<file path="config.mk">
export PLATFORM = sky130hd
export DESIGN_NAME = vid_sprite_linebuf_scanout_flat
export DESIGN_NICKNAME = d
export VERILOG_FILES = /design/src/rtl/vid_sprite_pkg.sv /design/src/rtl/vid_sprite_linebuf_scanout_if.sv /design/src/rtl/vid_sprite_scanout_pipe.sv /design/src/rtl/vid_sprite_linebuf_scanout.sv /design/src/flat_wrapper.sv
export SDC_FILE = /design/constraint.sdc
export NUM_CORES = 1
export LEC_CHECK = 0
export CORE_MARGIN = 8
export CORE_UTILIZATION = 40
export DETAILED_ROUTE_END_ITERATION = 10
export GPL_TIMING_DRIVEN = 0
export PLACE_DENSITY = 0.85
export SYNTH_ARGS = -nofsm -noshare
export SYNTH_HDL_FRONTEND = slang
export SYNTH_SLANG_ARGS = --single-unit
</file>
<file path="constraint.sdc">
create_clock -name clk -period 1.7 [get_ports clk]
set_input_delay 0.34 -clock clk [delete_from_list [all_inputs] [get_ports clk]]
set_output_delay 0.34 -clock clk [all_outputs]
set_load 0.01 [all_outputs]
</file>
<file path="src/rtl/vid_sprite_pkg.sv">
// ---------------------------------------------------------------------------
// vid_sprite_pkg
// Shared definitions for the sprite line buffer read side: line buffer port
// geometry, scan-out state encoding and the transparent pixel value.
// ---------------------------------------------------------------------------
package vid_sprite_pkg;

    localparam int LB_ADDR_W = 11;   // {bank, x[9:0]}
    localparam int LB_DATA_W = 9;
    localparam int LB_X_W    = 10;

    typedef enum logic [1:0] {
        ST_IDLE  = 2'd0,
        ST_SCAN  = 2'd1,
        ST_DRAIN = 2'd2
    } scan_state_e;

    localparam logic [LB_DATA_W-1:0] TRANSPARENT = 9'h000;

endpackage

</file>
<file path="src/rtl/vid_sprite_linebuf_scanout_if.sv">
// ---------------------------------------------------------------------------
// vid_sprite_linebuf_scanout_if
// Port B of the 2048x9 sprite line buffer RAM.
//   lb_en    : port clock enable
//   lb_wr    : port write enable (read-before-write RAM)
//   lb_addr  : {bank, x}
//   lb_wdata : write data
//   lb_rdata : registered read data, valid one cycle after lb_en
// master = scan-out controller, slave = RAM.
// ---------------------------------------------------------------------------
interface vid_sprite_linebuf_scanout_if;
    import vid_sprite_pkg::*;

    logic                 lb_en;
    logic                 lb_wr;
    logic [LB_ADDR_W-1:0] lb_addr;
    logic [LB_DATA_W-1:0] lb_wdata;
    logic [LB_DATA_W-1:0] lb_rdata;

    modport master (
        output lb_en, lb_wr, lb_addr, lb_wdata,
        input  lb_rdata
    );

    modport slave (
        input  lb_en, lb_wr, lb_addr, lb_wdata,
        output lb_rdata
    );
endinterface

</file>
<file path="src/rtl/vid_sprite_scanout_pipe.sv">
// ---------------------------------------------------------------------------
// vid_sprite_scanout_pipe
// Two-stage valid/data pipeline that aligns the request valid with the RAM's
// registered read data and registers the pixel for the mixer.
//   clk, reset_n : pixel clock, async active-low reset
//   i_vld        : a RAM read was issued this cycle
//   i_rdata      : RAM read data (belongs to the read issued last cycle)
//   o_pix        : registered pixel, zero when o_vld is low
//   o_vld        : o_pix valid
//   o_empty      : no read in flight and no pixel on the output
// ---------------------------------------------------------------------------
module vid_sprite_scanout_pipe #(
    parameter int DATA_W = 9
) (
    input  logic              clk,
    input  logic              reset_n,
    input  logic              i_vld,
    input  logic [DATA_W-1:0] i_rdata,
    output logic [DATA_W-1:0] o_pix,
    output logic              o_vld,
    output logic              o_empty
);

    logic              r_vld_p1;
    logic              r_vld_p2;
    logic [DATA_W-1:0] r_pix_p2;

    // p1: read data is on the RAM output during this stage
    always_ff @(posedge clk or negedge reset_n) begin
        if (!reset_n) begin
            r_vld_p1 <= 1'b0;
        end else begin
            r_vld_p1 <= i_vld;
        end
    end

    // p2: registered pixel towards the mixer
    always_ff @(posedge clk or negedge reset_n) begin
        if (!reset_n) begin
            r_vld_p2 <= 1'b0;
            r_pix_p2 <= '0;
        end else begin
            r_vld_p2 <= r_vld_p1;
            r_pix_p2 <= r_vld_p1 ? i_rdata : '0;
        end
    end

    assign o_pix   = r_pix_p2;
    assign o_vld   = r_vld_p2;
    assign o_empty = ~r_vld_p1 & ~r_vld_p2;

endmodule

</file>
<file path="src/rtl/vid_sprite_linebuf_scanout.sv">
// ---------------------------------------------------------------------------
// vid_sprite_linebuf_scanout
// Streams one bank of the double-banked sprite line buffer to the pixel mixer,
// one pixel per pix_req, while the renderer fills the other bank.
//
// Build option VID_SPRITE_LINEBUF_CLEAR_EN: when defined, every read also
// writes CLEAR_VAL to the same entry (read-before-write RAM returns the old
// value), leaving the bank transparent for the renderer. When undefined the
// block only reads and lb_wr is tied low.
//
// Ports:
//   clk, reset_n  : pixel clock, asynchronous active-low reset
//   line_start    : one-cycle pulse per visible line, swaps banks
//   pix_req       : consume one pixel this cycle
//   bank          : bank being scanned out (renderer writes bank ^ 1)
//   lb            : line buffer port B (master side)
//   pix_out       : pixel to the mixer, zero when pix_valid is low
//   pix_valid     : pix_out valid (2 cycles after pix_req)
//   line_done     : pulse in the cycle after the last pixel of a line
//   err_overrun   : sticky, pix_req seen with no line active
// ---------------------------------------------------------------------------
module vid_sprite_linebuf_scanout
    import vid_sprite_pkg::*;
#(
    parameter int                    LINE_W    = 480,
    parameter logic [LB_DATA_W-1:0]  CLEAR_VAL = TRANSPARENT
) (
    input  logic                        clk,
    input  logic                        reset_n,
    input  logic                        line_start,
    input  logic                        pix_req,
    output logic                        bank,
    vid_sprite_linebuf_scanout_if.master lb,
    output logic [LB_DATA_W-1:0]        pix_out,
    output logic                        pix_valid,
    output logic                        line_done,
    output logic                        err_overrun
);

    localparam logic [1:0]        S_IDLE  = ST_IDLE;
    localparam logic [1:0]        S_SCAN  = ST_SCAN;
    localparam logic [1:0]        S_DRAIN = ST_DRAIN;
    localparam logic [LB_X_W-1:0] X_LAST  = LB_X_W'(LINE_W - 1);

    logic [1:0]        r_state;
    logic [LB_X_W-1:0] r_x;
    logic              r_bank;
    logic              r_err;

    logic              w_scan_act;
    logic              w_cur_bank;
    logic [LB_X_W-1:0] w_cur_x;
    logic              w_rd;
    logic              w_last;
    logic              w_pipe_empty;

    // line_start takes effect in its own cycle: a request arriving with it
    // reads the new bank at x = 0.
    always_comb begin
        w_scan_act = line_start | (r_state == S_SCAN);
        w_cur_bank = line_start ? ~r_bank : r_bank;
        w_cur_x    = line_start ? '0 : r_x;
        w_rd       = w_scan_act & pix_req;
        w_last     = (w_cur_x == X_LAST);
    end

    assign lb.lb_en    = w_rd;
    assign lb.lb_addr  = {w_cur_bank, w_cur_x};
    assign lb.lb_wdata = CLEAR_VAL;
`ifdef VID_SPRITE_LINEBUF_CLEAR_EN
    assign lb.lb_wr    = w_rd;
`else
    assign lb.lb_wr    = 1'b0;
`endif

    always_ff @(posedge clk or negedge reset_n) begin
        if (!reset_n) begin
            r_state <= S_IDLE;
            r_x     <= '0;
            r_bank  <= 1'b0;
            r_err   <= 1'b0;
        end else begin
            if (pix_req && !w_scan_act) begin
                r_err <= 1'b1;
            end
            if (line_start) begin
                r_bank <= ~r_bank;
            end
            if (w_rd) begin
                if (w_last) begin
                    r_state <= S_DRAIN;
                end else begin
                    r_state <= S_SCAN;
                    r_x     <= w_cur_x + 1'b1;
                end
            end else if (line_start) begin
                r_state <= S_SCAN;
                r_x     <= '0;
            end else if (r_state == S_DRAIN && w_pipe_empty) begin
                r_state <= S_IDLE;
            end
        end
    end

    vid_sprite_scanout_pipe #(
        .DATA_W (LB_DATA_W)
    ) u_pipe (
        .clk     (clk),
        .reset_n (reset_n),
        .i_vld   (w_rd),
        .i_rdata (lb.lb_rdata),
        .o_pix   (pix_out),
        .o_vld   (pix_valid),
        .o_empty (w_pipe_empty)
    );

    // An abort landing on the drain's final cycle suppresses line_done.
    assign line_done   = (r_state == S_DRAIN) & w_pipe_empty & ~line_start;
    assign bank        = r_bank;
    assign err_overrun = r_err;

endmodule

</file>
<file path="src/flat_wrapper.sv">
// flat-port wrapper written by rule: the top's interface ports become plain ports
module vid_sprite_linebuf_scanout_flat import vid_sprite_pkg::*;
#(
    parameter int                    LINE_W    = 480,
    parameter logic [LB_DATA_W-1:0]  CLEAR_VAL = TRANSPARENT
)
  (clk, reset_n, line_start, pix_req, bank, pix_out, pix_valid, line_done, err_overrun, lb_lb_en, lb_lb_wr, lb_lb_addr, lb_lb_wdata, lb_lb_rdata);
  vid_sprite_linebuf_scanout_if lb_i ();
  input  logic clk;
  input  logic reset_n;
  input  logic line_start;
  input  logic pix_req;
  output logic bank;
  output logic [LB_DATA_W-1:0] pix_out;
  output logic pix_valid;
  output logic line_done;
  output logic err_overrun;
  output wire logic [$bits(lb_i.lb_en)-1:0] lb_lb_en;
  output wire logic [$bits(lb_i.lb_wr)-1:0] lb_lb_wr;
  output wire logic [$bits(lb_i.lb_addr)-1:0] lb_lb_addr;
  output wire logic [$bits(lb_i.lb_wdata)-1:0] lb_lb_wdata;
  input wire logic [$bits(lb_i.lb_rdata)-1:0] lb_lb_rdata;
  assign lb_lb_en = lb_i.lb_en;
  assign lb_lb_wr = lb_i.lb_wr;
  assign lb_lb_addr = lb_i.lb_addr;
  assign lb_lb_wdata = lb_i.lb_wdata;
  assign lb_i.lb_rdata = lb_lb_rdata;
  vid_sprite_linebuf_scanout #(.LINE_W(LINE_W), .CLEAR_VAL(CLEAR_VAL)) u_core (.clk(clk), .reset_n(reset_n), .line_start(line_start), .pix_req(pix_req), .bank(bank), .lb(lb_i), .pix_out(pix_out), .pix_valid(pix_valid), .line_done(line_done), .err_overrun(err_overrun));
endmodule
</file>
==> reports/metrics.csv <==
stage,metric,value,unit
status,status,"finished, final reports clean",
yosys,ys_seq_area_share,50.1,%
sta,skew,0.00614,ns
worst_setup_path,critPathCaptureType,flip-flop,
drt,wl_per_cell,14.7,um
global_route,overflow,0,
worst_setup_path,r2r_start,u_core.r_x[0]$_DFFE_PN0P_,
global_route,grt_pass1_vias,991,
global_route,grtUsageMet2,21.2,%
yosys,yosys.area.top_type,dfrtp_1,
place,place_inst,185,
yosys,syn-cell-area,0.00125,mm^2
global_route,grt_first_pass_wirelength,4640,um
cells_and_area,antenna_cells,0,
global_route,use_met1,11.6,%
global_route,use_met3,1.65,%
clocking,cts_buffers,3,
yosys,synth_edf_count,0,
yosys,synth_area_leaders,"dfrtp_1 50%, buf_4 6.6%, and2_1 5.0%",
cells_and_area,fin_cells,196,
floorplan,core.rowCount,20,
cells_and_area,mostFrequentLayoutCells,"25 x dfrtp_1, 21 x clkdlybuf4s50_1, 19 x buf_4, 11 x dlygate4sd2_1",
drt,final_antenna_net_count,0,
floorplan,die_area,0.00517,mm^2
drt,route.detailed.drc,0,
sta,fmax,613,MHz
job,drv_cap,0,
sta,tightest_slew,1.09,ns
global_route,grt_max_degree,26,
yosys,syn-instance-count,107,
drt,detail_route.first_pass.iterations,4,
sta,relSlewSlack,26.9,%
place,place_congestion,0.816,
place,hpwl,2230,um
place,numPortBuffers,36,
yosys,ys_ff_latch,25,
global_route,grt_usage,11.3,%
power_and_ir_drop,powerDensity,662,mW/mm^2
floorplan,fp.dieH,71.9,um
cells_and_area,final_layout_size_suffix_gt1_share,30.1,%
hold_path,worstHoldStart,line_start,
sta,min_period,1.63,ns
sta,maxSlewViolCount,0,
floorplan,ios,48,
sta,setup_tns,0,ns
yosys,async_flop_share,100,%
drt,drt-initial-drc-count,14,
sta,setup_violations,0,
global_route,antenna_found_initial,0,
cells_and_area,fin_nets,178,
hold_path,hp-class,in2reg,
clocking,clk_latency,0.31,ns
floorplan,die-width,71.9,um
power_and_ir_drop,ir_worst_vdd,0.589,mV
yosys,netlist-cell-type-count,39,
cells_and_area,final_area,0.00181,mm^2
clocking,clk_pin_slew_worst_paths,0.14,ns
drt,vias_per_cell,4.67,
worst_setup_path,cp-start-kind,flip-flop,
worst_setup_path,startpoint,u_core.r_x[0]$_DFFE_PN0P_,
clocking,clock_sinks,25,
drt,wl,2880,um
yosys,syn_avg_cell_area,11.7,um^2
global_route,grt_busiest_layer,met2,
yosys,yosys_warnings,0,
clocking,root_buffer,clkbuf_4,
worst_setup_path,cp.arrival,1.86,ns
sta,finalHoldViolCount,0,
worst_setup_path,crit_type,reg2reg,
place,placed_area,0.00171,mm^2
cells_and_area,syn_to_final_growth,45.0,%
clocking,clk_path_buf_depth,2,
worst_setup_path,path_max_fanout,7,
floorplan,initial_core_util,41.6,%
clocking,h-tree-depth,1,
drt,vias,916,
cells_and_area,final_common_cell,dfrtp_1,
sta,hold_ws,0.368,ns
yosys,ys.flop_type,dfrtp_1,
sta,fin_crit_sh,95.9,%
clocking,cts_tree,built,
floorplan,core-area,0.00300,mm^2
worst_setup_path,crit_required,1.93,ns
yosys,synth_top_cell_area_share,50.1,%
sta,rsz0062_at_grt,yes,
power_and_ir_drop,p_leak,0.920,nW
[layout make-up]
cell class / count / area, um^2
clock inverter: 1 / 7.51
sequential: 25 / 626
tap: 33 / 41.3
fill: 256 / 1190
buffer: 15 / 124
multi-input combinational: 73 / 586
timing repair buffer: 44 / 399
clock buffer: 3 / 22.5
inverter: 2 / 7.51
[metal layers]
layer | share of wire, % | vias to the layer above
met4 | 1.7 | 0
met5 | 0 | -
met2 | 57 | 20
li1 | - | 451
met3 | 2.6 | 4
met1 | 38 | 441
[state kept, by name, indices dropped and copies added (netlist names)]
register,count
u_core.bank,1
u_core.u_pipe.r_vld_p1,1
u_core.err_overrun,1
u_core.r_state,2
u_core.u_pipe.o_pix,9
u_core.r_x,10
u_core.u_pipe.o_vld,1
[Yosys cell counts (3+ instances only)]
cell and number:
and2_1 10, buf_4 11, dfrtp_1 25, nand3_1 4, nand4_1 3, nor2_1 3
nor2b_1 8, xnor2_1 5, xor2_1 3
[per-stage QoR]
stage	total power [mW]	utilization (%)	setup slack [ns]
after global placement	0.930	56.9	-0.433
after CTS	1.20	59.3	0.0140
after global routing	1.26	60.4	-0.0175
after detailed placement	0.935	56.9	-0.448
after floorplan	0.789	-	0.0110
final	1.20	60.4	0.0691
[critical path, cell delays in order (launching register included)]
cell and delay (ns):
dfrtp_1 0.40, nor2b_2 0.21, ha_2 0.20, and3_4 0.22, nand4_4 0.16, and3_1 0.22
a21o_1 0.14
[what timing repair did]
item | CTS | global route
setup buffers | 6 | 2
gates resized for setup | 28 | 7
hold buffers | 0 | 0
pin swaps | 1 | 1
setup endpoints to repair | 13 | 4
[final timing paths]
check	endpoint	slack, ns	cells after the start
min in group asynchronous	u_core.r_x[5]$_DFFE_PN0P_	0.60	1
max in group asynchronous	u_core.r_state[1]$_DFFE_PN0P_	0.45	1
worst max register to register	u_core.r_x[1]$_DFFE_PN0P_	0.07	6
worst min register to register	u_core.u_pipe.o_vld$_DFF_PN0_	0.44	0
worst max-delay path	u_core.r_x[1]$_DFFE_PN0P_	0.07	6
worst min-delay path	u_core.r_x[6]$_DFFE_PN0P_	0.37	3
[power by group]
part	switching, mW	leakage, nW	internal, mW	total (mW)
Sequential	0.0244	0.323	0.629	0.654
Clock	0.176	0.0139	0.0897	0.266
Combinational	0.116	0.584	0.164	0.280
[kinds of logic (layout without fill, tap and decap cells)]
kind of cell	after synthesis	count (layout)	share of synthesized area [%]
xor gates and xnor gates	8	8	5.61
adders and majority gates	1	1	1.00
DFF	25	25	50.1
buffers and inverters	18	65	10.3
and+or+nand+nor	44	44	26.6
AOI/OAI and AO/OA	9	9	5.31
muxes	1	1	0.801
other	1	10	0.300
(Power assumes the default switching activity.)
